[src/rtl/hamming_pkt_encoder_if.sv]
// Handshake and framing bundle between the packet source, the SECDED encoder and the decoder.
// The slave modport is the encoder's view; master is the environment driving it.
interface hamming_pkt_encoder_if;
    logic        in_vld;
    logic        in_rdy;
    logic [10:0] in_data;
    logic        in_last;
    logic        wr_sop;
    logic        wr_eop;
    logic        wr_vld;
    logic [15:0] wr_data;
    logic        resend_req;
    logic [15:0] inj_mask;
    logic        busy;
    logic        pkt_done;
    logic        retry_fail;

    modport slave (
        input  in_vld, in_data, in_last, resend_req, inj_mask,
        output in_rdy, wr_sop, wr_eop, wr_vld, wr_data, busy, pkt_done, retry_fail
    );

    modport master (
        output in_vld, in_data, in_last, resend_req, inj_mask,
        input  in_rdy, wr_sop, wr_eop, wr_vld, wr_data, busy, pkt_done, retry_fail
    );
endinterface

[src/rtl/hamming_pkt_encoder.sv]
// Buffers a packet of 11-bit words, emits extended-Hamming (16,11) codewords with sop/eop
// framing, and replays the packet when the downstream decoder requests a resend.
//
// state | meaning
// LOAD  | accept raw words into the buffer (in_rdy high)
// SOP   | one-cycle start pulse, inj_mask sampled, resend flag cleared
// DATA  | stream len encoded words, first one XORed with inj_mask
// EOP   | one-cycle end pulse
// WAIT  | RESP_WAIT cycles listening for resend_req, then done / replay / drop
module hamming_pkt_encoder #(
    parameter int MAX_WORDS = 64,
    parameter int RESP_WAIT = 8,
    parameter int MAX_RETRY = 3
) (
    input  logic                  clk,
    input  logic                  rst_n,
    hamming_pkt_encoder_if.slave  bus
);
    localparam int CW = (MAX_WORDS > 1) ? $clog2(MAX_WORDS) : 1;
    localparam int LW = CW + 1;
    localparam int TW = $clog2(RESP_WAIT + 1);
    localparam int RW = (MAX_RETRY > 0) ? $clog2(MAX_RETRY + 1) : 1;

    typedef enum logic [2:0] {LOAD, SOP, DATA, EOP, WAIT} state_t;

    state_t         state_q, state_d;
    logic [CW-1:0]  wr_cnt_q, wr_cnt_d;
    logic [CW-1:0]  rd_cnt_q, rd_cnt_d;
    logic [LW-1:0]  len_q, len_d;
    logic [TW-1:0]  tmr_q, tmr_d;
    logic [RW-1:0]  retry_q, retry_d;
    logic           resend_q, resend_d;
    logic           resend_seen;
    logic           wr_en;

    logic           wr_sop_q, wr_sop_d;
    logic           wr_eop_q, wr_eop_d;
    logic           wr_vld_q, wr_vld_d;
    logic [15:0]    wr_data_q, wr_data_d;
    logic           busy_q, busy_d;
    logic           pkt_done_q, pkt_done_d;
    logic           retry_fail_q, retry_fail_d;

    logic [10:0]    mem_q [MAX_WORDS];

    function automatic logic [15:0] encode(input logic [10:0] d);
        logic [15:0] c;
        c        = '0;
        c[3]     = d[0];
        c[5]     = d[1];
        c[6]     = d[2];
        c[7]     = d[3];
        c[15:9]  = d[10:4];
        c[1]     = c[3] ^ c[5] ^ c[7] ^ c[9] ^ c[11] ^ c[13] ^ c[15];
        c[2]     = c[3] ^ c[6] ^ c[7] ^ c[10] ^ c[11] ^ c[14] ^ c[15];
        c[4]     = c[5] ^ c[6] ^ c[7] ^ c[12] ^ c[13] ^ c[14] ^ c[15];
        c[8]     = ^c[15:9];
        c[0]     = ^c[15:1];
        return c;
    endfunction

    assign resend_seen = resend_q | bus.resend_req;

    always_comb begin
        state_d      = state_q;
        wr_cnt_d     = wr_cnt_q;
        rd_cnt_d     = rd_cnt_q;
        len_d        = len_q;
        tmr_d        = tmr_q;
        retry_d      = retry_q;
        resend_d     = resend_q;
        pkt_done_d   = 1'b0;
        retry_fail_d = 1'b0;
        wr_en        = 1'b0;

        unique case (state_q)
            LOAD: begin
                if (bus.in_vld) begin
                    wr_en = 1'b1;
                    // a full buffer ends the packet regardless of in_last
                    if (bus.in_last || (wr_cnt_q == CW'(MAX_WORDS - 1))) begin
                        len_d    = LW'(wr_cnt_q) + LW'(1);
                        wr_cnt_d = '0;
                        state_d  = SOP;
                    end else begin
                        wr_cnt_d = wr_cnt_q + CW'(1);
                    end
                end
            end
            SOP: begin
                rd_cnt_d = '0;
                resend_d = 1'b0;
                state_d  = DATA;
            end
            DATA: begin
                resend_d = resend_seen;
                if (LW'(rd_cnt_q) == len_q - LW'(1)) begin
                    state_d = EOP;
                end else begin
                    rd_cnt_d = rd_cnt_q + CW'(1);
                end
            end
            EOP: begin
                resend_d = resend_seen;
                tmr_d    = TW'(RESP_WAIT - 1);
                state_d  = WAIT;
            end
            WAIT: begin
                resend_d = resend_seen;
                if (tmr_q == '0) begin
                    if (!resend_seen) begin
                        pkt_done_d = 1'b1;
                        retry_d    = '0;
                        state_d    = LOAD;
                    end else if (retry_q < RW'(MAX_RETRY)) begin
                        retry_d = retry_q + RW'(1);
                        state_d = SOP;
                    end else begin
                        retry_fail_d = 1'b1;
                        retry_d      = '0;
                        state_d      = LOAD;
                    end
                end else begin
                    tmr_d = tmr_q - TW'(1);
                end
            end
            default: state_d = LOAD;
        endcase

        // Framing outputs are registered from the next state so they line up with state_q.
        wr_sop_d  = (state_d == SOP);
        wr_eop_d  = (state_d == EOP);
        wr_vld_d  = (state_d == DATA);
        busy_d    = (state_d != LOAD);
        wr_data_d = '0;
        if (wr_vld_d) begin
            wr_data_d = encode(mem_q[rd_cnt_d]);
            if (state_q == SOP) begin
                wr_data_d = wr_data_d ^ bus.inj_mask;
            end
        end
    end

    always_ff @(posedge clk or negedge rst_n) begin
        if (!rst_n) begin
            state_q      <= LOAD;
            wr_cnt_q     <= '0;
            rd_cnt_q     <= '0;
            len_q        <= '0;
            tmr_q        <= '0;
            retry_q      <= '0;
            resend_q     <= 1'b0;
            wr_sop_q     <= 1'b0;
            wr_eop_q     <= 1'b0;
            wr_vld_q     <= 1'b0;
            wr_data_q    <= '0;
            busy_q       <= 1'b0;
            pkt_done_q   <= 1'b0;
            retry_fail_q <= 1'b0;
        end else begin
            state_q      <= state_d;
            wr_cnt_q     <= wr_cnt_d;
            rd_cnt_q     <= rd_cnt_d;
            len_q        <= len_d;
            tmr_q        <= tmr_d;
            retry_q      <= retry_d;
            resend_q     <= resend_d;
            wr_sop_q     <= wr_sop_d;
            wr_eop_q     <= wr_eop_d;
            wr_vld_q     <= wr_vld_d;
            wr_data_q    <= wr_data_d;
            busy_q       <= busy_d;
            pkt_done_q   <= pkt_done_d;
            retry_fail_q <= retry_fail_d;
        end
    end

    always_ff @(posedge clk) begin
        if (wr_en) begin
            mem_q[wr_cnt_q] <= bus.in_data;
        end
    end

    assign bus.in_rdy     = (state_q == LOAD);
    assign bus.wr_sop     = wr_sop_q;
    assign bus.wr_eop     = wr_eop_q;
    assign bus.wr_vld     = wr_vld_q;
    assign bus.wr_data    = wr_data_q;
    assign bus.busy       = busy_q;
    assign bus.pkt_done   = pkt_done_q;
    assign bus.retry_fail = retry_fail_q;
endmodule

[src/flat_wrapper.sv]
// flat-port wrapper written by rule: the top's interface ports become plain ports
module hamming_pkt_encoder_flat 
#(
    parameter int MAX_WORDS = 64,
    parameter int RESP_WAIT = 8,
    parameter int MAX_RETRY = 3
)
  (clk, rst_n, bus_in_vld, bus_in_data, bus_in_last, bus_resend_req, bus_inj_mask, bus_in_rdy, bus_wr_sop, bus_wr_eop, bus_wr_vld, bus_wr_data, bus_busy, bus_pkt_done, bus_retry_fail);
  hamming_pkt_encoder_if bus_i ();
  input  logic clk;
  input  logic rst_n;
  input wire logic [$bits(bus_i.in_vld)-1:0] bus_in_vld;
  input wire logic [$bits(bus_i.in_data)-1:0] bus_in_data;
  input wire logic [$bits(bus_i.in_last)-1:0] bus_in_last;
  input wire logic [$bits(bus_i.resend_req)-1:0] bus_resend_req;
  input wire logic [$bits(bus_i.inj_mask)-1:0] bus_inj_mask;
  output wire logic [$bits(bus_i.in_rdy)-1:0] bus_in_rdy;
  output wire logic [$bits(bus_i.wr_sop)-1:0] bus_wr_sop;
  output wire logic [$bits(bus_i.wr_eop)-1:0] bus_wr_eop;
  output wire logic [$bits(bus_i.wr_vld)-1:0] bus_wr_vld;
  output wire logic [$bits(bus_i.wr_data)-1:0] bus_wr_data;
  output wire logic [$bits(bus_i.busy)-1:0] bus_busy;
  output wire logic [$bits(bus_i.pkt_done)-1:0] bus_pkt_done;
  output wire logic [$bits(bus_i.retry_fail)-1:0] bus_retry_fail;
  assign bus_i.in_vld = bus_in_vld;
  assign bus_i.in_data = bus_in_data;
  assign bus_i.in_last = bus_in_last;
  assign bus_i.resend_req = bus_resend_req;
  assign bus_i.inj_mask = bus_inj_mask;
  assign bus_in_rdy = bus_i.in_rdy;
  assign bus_wr_sop = bus_i.wr_sop;
  assign bus_wr_eop = bus_i.wr_eop;
  assign bus_wr_vld = bus_i.wr_vld;
  assign bus_wr_data = bus_i.wr_data;
  assign bus_busy = bus_i.busy;
  assign bus_pkt_done = bus_i.pkt_done;
  assign bus_retry_fail = bus_i.retry_fail;
  hamming_pkt_encoder #(.MAX_WORDS(MAX_WORDS), .RESP_WAIT(RESP_WAIT), .MAX_RETRY(MAX_RETRY)) u_core (.clk(clk), .rst_n(rst_n), .bus(bus_i));
endmodule
[config.mk]
export PLATFORM = sky130hd
export DESIGN_NAME = hamming_pkt_encoder_flat
export DESIGN_NICKNAME = d
export VERILOG_FILES = /design/src/rtl/hamming_pkt_encoder_if.sv /design/src/rtl/hamming_pkt_encoder.sv /design/src/flat_wrapper.sv
export SDC_FILE = /design/constraint.sdc
export NUM_CORES = 1
export LEC_CHECK = 0
export ABC_AREA = 1
export BUFFER_PORTS_ARGS = -buffer_cell sky130_fd_sc_hd__buf_2
export CAP_MARGIN = 20
export CELL_PAD_IN_SITES_DETAIL_PLACEMENT = 2
export CELL_PAD_IN_SITES_GLOBAL_PLACEMENT = 2
export CORE_ASPECT_RATIO = 0.8
export CORE_UTILIZATION = 42
export DETAILED_ROUTE_END_ITERATION = 8
export HOLD_SLACK_MARGIN = 0.03
export PLACE_DENSITY = 0.91
export SLEW_MARGIN = 20
export SYNTH_ARGS = -nofsm -noshare
export SYNTH_HDL_FRONTEND = slang
export SYNTH_SLANG_ARGS = --single-unit
[constraint.sdc]
create_clock -name clk -period 4.6 [get_ports clk]
set_clock_uncertainty 0.15 [all_clocks]
set_input_delay 0.69 -clock clk [delete_from_list [all_inputs] [get_ports clk]]
set_output_delay 0.69 -clock clk [all_outputs]
set_load 0.1 [all_outputs]
==> flow_summary.json, run 1 <==
{
  "worst-endpoint-pin-kind": "sequential cell input",
  "die_w_um": 315,
  "status": "stopped before the end",
  "synth_flop_cell": "sky130_fd_sc_hd__edfxtp_1",
  "synth_xor_area_share_pct": 0.266,
  "place.port_buffers": 54,
  "floorplan.io_pins": 55,
  "netlist_top_cells_count": "772 x sky130_fd_sc_hd__nand2_1, 704 x sky130_fd_sc_hd__edfxtp_1, 630 x sky130_fd_sc_hd__nand3_1",
  "synthArstFlopShare_pct": 6.75,
  "clock_sink_count": 755,
  "worst_ep_post_grt_repair": "u_core.bus.wr_data[8]$_DFF_PN0_/D",
  "synth_seq_cells": 755,
  "die_height_um": 252,
  "outcome.stop_stage": "5_1_grt",
  "synth_compound_gate_area_share_pct": 2.79,
  "yosys.cell_types.count": 37,
  "ys_seq_area_share_pct": 68.0,
  "synthesis.instances": 3104,
  "adder_cell_share_of_the_synthesized_area_pct": 0.190,
  "cts_inserted_buffers": 78,
  "yosys-top-cells-area": "sky130_fd_sc_hd__edfxtp_1 64%, sky130_fd_sc_hd__nand3_1 9.6%, sky130_fd_sc_hd__nand2_1 8.8%, sky130_fd_sc_hd__inv_1 4.8%, sky130_fd_sc_hd__dfrtp_1 3.9%",
  "cts-root-buf": "sky130_fd_sc_hd__clkbuf_16",
  "post_synth_and_or_nand_nor_area_fraction_pct": 20.9,
  "synth-edff-count": 704,
  "num_rows": 91,
  "mappedNetlistNets": 3141,
  "htree_num_levels": 3,
  "mappedNetlistArea_um2": 32900,
  "grt_start_max_net_pins": 65,
  "synth.mux.area_fraction_pct": 0,
  "synthDominantCellAreaShare_pct": 64.2,
  "hpwlAfterDp_um": 85300,
  "firstError": "[ERROR GRT-0232] Routing congestion too high. Check the congestion heatmap in the GUI.",
  "ys.warnings.count": 0,
  "grt_usage_pct": 66.3,
  "clock_path_buffers": 3,
  "dominant_combinational_cell_family_by_area_after_synthesis": "simple AND/OR/NAND/NOR gates",
  "synth.avg_cell_area_um2": 10.6,
  "number_of_antenna_violations_at_the_first_check_in_global_routing": 25,
  "initial_core_util_pct": 42.6,
  "gp_congestion": 0.924,
  "overflow": 6,
  "library_cell_with_the_highest_instance_count_after_synthesis": "sky130_fd_sc_hd__nand2_1",
  "synthDominantAreaCellType": "sky130_fd_sc_hd__edfxtp_1"
}
==> per-layer routing <==
layer / GRT usage (%) / overflow
met2: 85.7 / 2
met4: 67.9 / 4
met3: 46.0 / 0
met5: 14.3 / 0
met1: 67.0 / 0
==> timing repair <==
item,4_1_cts
gates cloned,34
hold endpoints to repair,1
hold buffers,1
pin swaps,131
gates resized for setup,419
endpoints found under the setup margin,6
setup buffers,82
==> per-stage QoR <==
stage / utilization [%] / worst slack [ps] / std cells / instance area, um2 / hold WS, ps
floorplan: - / 65.4 / 3104 / 32900 / 244
CTS: 53.5 / -1.37 / 4427 / 41400 / 55.4
global placement: 45.3 / 102 / 4170 / 35100 / 299
detailed placement: 45.3 / -422 / 4170 / 35100 / 352
==> logic make-up after synthesis <==
logic type | after synthesis
simple gates | 1581
flops | 755
buf+inv | 594
compound gates | 159
xor+xnor | 10
fa+ha+maj | 5
==> run 2: changes to the inputs <==
--- a/config.mk
+++ b/config.mk
@@ -8,13 +8,9 @@
 export ABC_AREA = 1
 export BUFFER_PORTS_ARGS = -buffer_cell sky130_fd_sc_hd__buf_2
 export CAP_MARGIN = 20
-export CELL_PAD_IN_SITES_DETAIL_PLACEMENT = 2
-export CELL_PAD_IN_SITES_GLOBAL_PLACEMENT = 2
-export CORE_ASPECT_RATIO = 0.8
-export CORE_UTILIZATION = 42
+export CORE_UTILIZATION = 40
 export DETAILED_ROUTE_END_ITERATION = 8
-export HOLD_SLACK_MARGIN = 0.03
-export PLACE_DENSITY = 0.91
+export PLACE_DENSITY_LB_ADDON = 0.15
 export SLEW_MARGIN = 20
 export SYNTH_ARGS = -nofsm -noshare
 export SYNTH_HDL_FRONTEND = slang
==> run 2 against run 1 <==
Net effect:
- the run now ends clean
- synthesized cell count stayed put
- synthesized area stayed put
==> flow_summary.json, run 2 <==
{
  "postRouteAntennaNets": 0,
  "comb_power_share_pct": 1.1,
  "worstSkewPairLatency_ps": 630,
  "cpPeakStageDelay_ps": 390,
  "drt_drc_violations_left": 0,
  "detail_route.wirelength_um": 96500,
  "crit_path_launch_type": "register",
  "wire_length_of_the_first_global_routing_pass_um": 137000,
  "die_w_um": 289,
  "intPower_mw": 11.6,
  "grt_pass1_vias": 21500,
  "classification_of_the_worst_setup_path": "register to register",
  "share_clk_of_total_power_pct": 47.1,
  "grt_usage_pct": 21.9,
  "place.port_buffers": 54,
  "core_area_um2": 81100,
  "number_of_hold_violations_in_the_final_report": 0,
  "power_switching_mw": 2.90,
  "number_of_antenna_violations_at_the_first_check_in_global_routing": 0,
  "synthDominantCellAreaShare_pct": 64.2,
  "routed_via_density": 5.24,
  "routed.top_layer": "met4",
  "report.power.total_mw": 14.5,
  "mappedNetlistArea_um2": 32900,
  "worstSetupStartpoint": "u_core.len_q[0]",
  "yosys.cell_types.count": 37,
  "synth_seq_cells": 755,
  "routed_metal_1_wire_length_um": 43200,
  "timing.fmax_ghz": 0.231,
  "total_leakage_power_nw": 15.7,
  "number_of_cells_on_the_worst_reg_to_reg_path": 33,
  "synth-edff-count": 704,
  "finalCriticalPeriod_ps": 4330,
  "regMostFlops": "u_core.mem_q",
  "hpwlAfterDp_um": 56200,
  "ys_seq_area_share_pct": 68.0,
  "timing.critical_path.slowest_stage_cell": "sky130_fd_sc_hd__dfrtp_1",
  "slew_violations": 0,
  "dr_total_vias": 22955,
  "layout-area-overhead-vs-synth_pct": 18.4,
  "library_cell_with_the_highest_instance_count_after_synthesis": "sky130_fd_sc_hd__nand2_1",
  "netlist_top_cells_count": "772 x sky130_fd_sc_hd__nand2_1, 704 x sky130_fd_sc_hd__edfxtp_1, 630 x sky130_fd_sc_hd__nand3_1",
  "leading_cell_type_in_the_layout_fill_and_taps_excluded": "sky130_fd_sc_hd__nand2_1",
  "clock_sink_count": 755,
  "synth.avg_cell_area_um2": 10.6,
  "worst_slew_margin_rel_pct": 23.4,
  "worstSetupPathDepth": 33,
  "grt_start_max_net_pins": 67,
  "htree_num_levels": 3,
  "initial_core_util_pct": 40.6,
  "ctsHoldBuffers": 0,
  "num_rows": 104,
  "finalInstanceArea_um2": 39000,
  "die_height_um": 289,
  "hold_class": "input port to asynchronous set/reset pin",
  "timing.critical_path.fanout_max": 26,
  "setup_violations": 0,
  "worst_case_vdd_ir_drop_mv": 0.235,
  "status": "finished clean",
  "layout_common_cells": "764 x sky130_fd_sc_hd__nand2_1, 704 x sky130_fd_sc_hd__edfxtp_1, 577 x sky130_fd_sc_hd__nand3_1",
  "synth_flop_cell": "sky130_fd_sc_hd__edfxtp_1",
  "share_of_the_clock_period_used_by_the_worst_path_pct": 94.1,
  "drt_iter0_drc": 2369,
  "placedInstanceArea_um2": 34900,
  "worst-endpoint-required_ps": 5020,
  "floorplan.io_pins": 55,
  "cts_inserted_buffers": 82,
  "routed_wire_length_per_instance_um": 22.0,
  "sequential_fraction_of_design_power_pct": 51.9,
  "max_cap_viol_count": 0,
  "worst_slew_pin_slew_ps": 1150,
  "clock_path_buffers": 3,
  "cp.buffers_inverters": 5,
  "synthArstFlopShare_pct": 6.75,
  "die-area_um2": 83500,
  "overflow": 0,
  "cts-root-buf": "sky130_fd_sc_hd__clkbuf_16",
  "final_core_utilization_pct": 48.1,
  "power.share.switching_pct": 20.0,
  "cp.arrival_ps": 4750,
  "num-nets-final": 3292,
  "ys.warnings.count": 0,
  "ratio_of_cells_with_drive_above_1_in_the_final_layout_pct": 14.1,
  "worst_path_most_repeated_cell": "sky130_fd_sc_hd__nand2_1",
  "largest_register_ffs": 704,
  "drt_first_pass_iters": 6,
  "worstReg2RegStart": "u_core.len_q[0]",
  "largest_delay_share_family_worst_path": "simple AND/OR/NAND/NOR gates",
  "synthesis.instances": 3104,
  "clkSlewWorstSetupHoldPaths_ps": 60,
  "whs_ps": 37.0,
  "cts_tree": "yes",
  "yosys-top-cells-area": "sky130_fd_sc_hd__edfxtp_1 64%, sky130_fd_sc_hd__nand3_1 9.6%, sky130_fd_sc_hd__nand2_1 8.8%, sky130_fd_sc_hd__inv_1 4.8%, sky130_fd_sc_hd__dfrtp_1 3.9%",
  "met2RoutedLength_um": 44600,
  "nature_of_the_critical_path_endpoint": "register",
  "pwr_density_cell_nw_per_um2": 371,
  "mappedNetlistNets": 3141,
  "gp_congestion": 0.826,
  "synthDominantAreaCellType": "sky130_fd_sc_hd__edfxtp_1",
  "met3_wl_post_dr_um": 6420
}
==> run 2: cell counts after synthesis <==
Identical to the previous run, type by type.
==> run 2: final cells by class <==
type                    instances  area (um2)
fillers                      7291       42100
flip-flops and latches        755       22400
multi-input cells            1757        8450
repair buffers                220        2380
clock buffers                  94        2160
inverters                     439        1670
well taps                    1060        1330
clock inverters                55         601
diodes                          1        2.50
==> run 2: path summary, 6_finish.rpt <==
check / slack [ps] / to
worst max-delay path: 270 / u_core.bus.wr_data[0]
worst min-delay path: 40 / u_core.bus.wr_eop
worst max register to register: 270 / u_core.bus.wr_data[0]
worst min register to register: 310 / u_core.bus.pkt_done
max in group asynchronous: 3820 / u_core.bus.wr_data[5]
min in group clk: 80 / u_core.bus.pkt_done
==> run 2: metal layers <==
layer / up-vias / global-route usage (%)
li1: 10763 / -
met1: 11272 / 31.6
met2: 803 / 34.5
met3: 117 / 2.51
met4: 0 / 7.07
met5: - / 0
==> run 2: cell families (layout without fill, tap and decap cells) <==
group / after synthesis / in the layout / synth area share (%)
simple gates: 1581 / 1583 / 20.9
flops: 755 / 755 / 68.0
buf+inv: 594 / 808 / 7.78
compound gates: 159 / 159 / 2.79
xor+xnor: 10 / 10 / 0.266
fa+ha+maj: 5 / 5 / 0.190
other cells: 0 / 1 / 0
==> run 2: power by group through the flow <==
stage / Sequential, mW / Combinational [mW] / Clock [mW]
finish: 7.51 / 0.155 / 6.81
global route: 7.50 / 0.166 / 7.15
CTS: 7.50 / 0.159 / 6.92
detailed placement: 7.65 / 0.159 / 0
global placement: 7.65 / 0.154 / 0
floorplan: 7.65 / 0.00135 / 0
==> run 2: repair_timing <==
item,in CTS,in global routing
endpoints found under the hold margin,0,0
resized for setup,0,119
setup buffers,0,23
setup endpoints to repair,0,5
==> run 2: stage by stage <==
stage | worst slack [ps] | TNS [ps] | cells
floorplan | 65.4 | 0 | 3104
global placement | 128 | 0 | 4184
detailed placement | 105 | 0 | 4186
CTS | 82.9 | 0 | 4335
global route | -21.8 | -21.8 | 4380
finish | 269 | 0 | 4381
Power figures use the tool's default switching activity.
==> run 3: changes to the inputs <==
==> constraint.sdc (replaced) <==
create_clock -name clk -period 4.6 [get_ports clk]
set_clock_uncertainty 0.15 [all_clocks]
set_input_delay 0.92 -clock clk [delete_from_list [all_inputs] [get_ports clk]]
set_output_delay 0.92 -clock clk [all_outputs]
set_load 0.1 [all_outputs]
==> run 3 against run 2 <==
Net effect:
- final cell count increased by 0.27%
- combinational power increased by 3%
- utilization decreased by 0.23 points
- clock power decreased by 6.2%
- die area unchanged
- setup slack got worse by 15 ps
- largest cell class unchanged
==> flow_summary.json, run 3 (same netlist as run 2, synthesis figures left out) <==
{
  "cts_inserted_buffers": 84,
  "worstSetupPathDepth": 28,
  "comb_power_share_pct": 1.1,
  "routed_wire_length_per_instance_um": 22.1,
  "worst_case_vdd_ir_drop_mv": 0.310,
  "pwr_density_cell_nw_per_um2": 362,
  "die_height_um": 289,
  "grt_start_max_net_pins": 59,
  "worst-endpoint-required_ps": 4960,
  "timing.critical_path.slowest_stage_cell": "sky130_fd_sc_hd__dfrtp_1",
  "finalCriticalPeriod_ps": 4350,
  "die_w_um": 289,
  "number_of_hold_violations_in_the_final_report": 0,
  "classification_of_the_worst_setup_path": "register to register",
  "power.share.switching_pct": 20.1,
  "worstReg2RegStart": "u_core.len_q[0]",
  "cp.buffers_inverters": 7,
  "num_rows": 104,
  "number_of_cells_on_the_worst_reg_to_reg_path": 28,
  "num-nets-final": 3307,
  "core_area_um2": 81100,
  "grt_pass1_vias": 21957,
  "worst_slew_margin_rel_pct": 24.3,
  "cts_tree": "yes",
  "largest_register_ffs": 704,
  "regArea_um2": 22400,
  "status": "finished clean",
  "regMostFlops": "u_core.mem_q",
  "clock_path_buffers": 3,
  "gp_congestion": 0.845,
  "worst_path_most_repeated_cell": "sky130_fd_sc_hd__nand2_1",
  "grt_usage_pct": 22.4,
  "hold_class": "input port to asynchronous set/reset pin",
  "n_fill_cell": 7325,
  "drt_iter0_drc": 2077,
  "slew_violations": 0,
  "regToRegEndpoint": "u_core.bus.wr_data[8]",
  "dr_total_vias": 23037,
  "initial_core_util_pct": 40.6,
  "total_leakage_power_nw": 15.6,
  "cpPeakStageDelay_ps": 400,
  "number_of_antenna_violations_at_the_first_check_in_global_routing": 0,
  "cp.arrival_ps": 4710,
  "report.power.total_mw": 14.1,
  "overflow": 0,
  "drt_first_pass_iters": 5,
  "internal_reg_to_reg_setup_slack_ps": 250,
  "setup_violations": 0,
  "sequential_fraction_of_design_power_pct": 53.4,
  "cts-root-buf": "sky130_fd_sc_hd__clkbuf_16",
  "share_of_the_clock_period_used_by_the_worst_path_pct": 94.5,
  "hpwlAfterDp_um": 56300,
  "clock_sink_count": 755,
  "timing.critical_path.fanout_max": 19,
  "floorplan.io_pins": 55,
  "whs_ps": 264,
  "layout_common_cells": "764 x sky130_fd_sc_hd__nand2_1, 704 x sky130_fd_sc_hd__edfxtp_1, 593 x sky130_fd_sc_hd__nand3_1",
  "ratio_of_cells_with_drive_above_1_in_the_final_layout_pct": 13.7,
  "leading_cell_type_in_the_layout_fill_and_taps_excluded": "sky130_fd_sc_hd__nand2_1",
  "share_clk_of_total_power_pct": 45.5,
  "worstSkewPairLatency_ps": 630,
  "htree_num_levels": 3,
  "place.port_buffers": 54,
  "worst_slew_pin_slew_ps": 1130,
  "nature_of_the_critical_path_endpoint": "register",
  "clkSlewWorstSetupHoldPaths_ps": 60,
  "intPower_mw": 11.2,
  "layout-area-overhead-vs-synth_pct": 17.8,
  "setup.worst_path.end": "u_core.bus.wr_data[8]",
  "largest_delay_share_family_worst_path": "simple AND/OR/NAND/NOR gates",
  "max_cap_viol_count": 0,
  "routed_via_density": 5.24,
  "multiInputGateArea_um2": 8370,
  "postRouteAntennaNets": 0,
  "worstSetupStartpoint": "u_core.len_q[0]",
  "drt_drc_violations_left": 0,
  "detail_route.wirelength_um": 97300,
  "die-area_um2": 83500,
  "ctsHoldBuffers": 0,
  "timing.fmax_ghz": 0.230,
  "fin_tns_setup_ps": 0,
  "wire_length_of_the_first_global_routing_pass_um": 139000,
  "power_switching_mw": 2.83,
  "crit_path_launch_type": "register"
}
-- run 3: timing repair --
item | in CTS | in global routing
buffers inserted | 0 | 23
resized for setup | 0 | 87
setup endpoints to repair | 0 | 5
-- run 3: per-layer routing --
metal | track usage, % | part of all wire [%] | vias to the layer above
li1 | - | - | 10776
met1 | 31.3 | 44 | 11378
met2 | 35.9 | 47 | 748
met3 | 3.15 | 6.3 | 135
met4 | 7.13 | 2.5 | 0
met5 | 0 | 0 | -
-- run 3: power by group through the flow --
stage	Sequential [mW]	Combinational (mW)	Clock [mW]
after CTS	7.51	0.159	6.50
after detailed placement	7.65	0.159	0
after global routing	7.50	0.172	6.76
after floorplan	7.65	0.00135	0
after global placement	7.65	0.152	0
final	7.51	0.160	6.39
-- run 3: per-stage QoR --
stage	area (um2)	std cells	worst slack, ps	utilization [%]
final	38800	4393	254	47.9
after global routing	38800	4392	-22.6	47.9
after CTS	37700	4348	80.8	46.5
after detailed placement	35100	4200	113	43.3
after global placement	35100	4200	178	43.3
after floorplan	32900	3104	65.4	-
-- run 3: area by class of cell --
cell class                 instances  share of cell area (%)
sequential                       755                    57.7
multi-input combinational       1759                    21.6
timing repair buffer             231                    6.38
clock buffer                     112                    5.90
inverter                         439                    4.26
tap                             1060                    3.42
clock inverter                    36                   0.725
antenna                            1                 0.00645
-- run 3: worst min path at each step --
stage	from	to	slack [ps]	cells after the start
2_1_floorplan	u_core.resend_q	u_core.bus.pkt_done	280	1
3_3_place_gp	u_core.resend_q	u_core.bus.pkt_done	310	1
3_5_place_dp	u_core.resend_q	u_core.bus.pkt_done	310	1
4_1_cts	rst_n	u_core.rd_cnt_q[2]	270	2
5_1_grt	bus_resend_req	u_core.bus.pkt_done	300	2
6_report	rst_n	u_core.len_q[6]	260	2
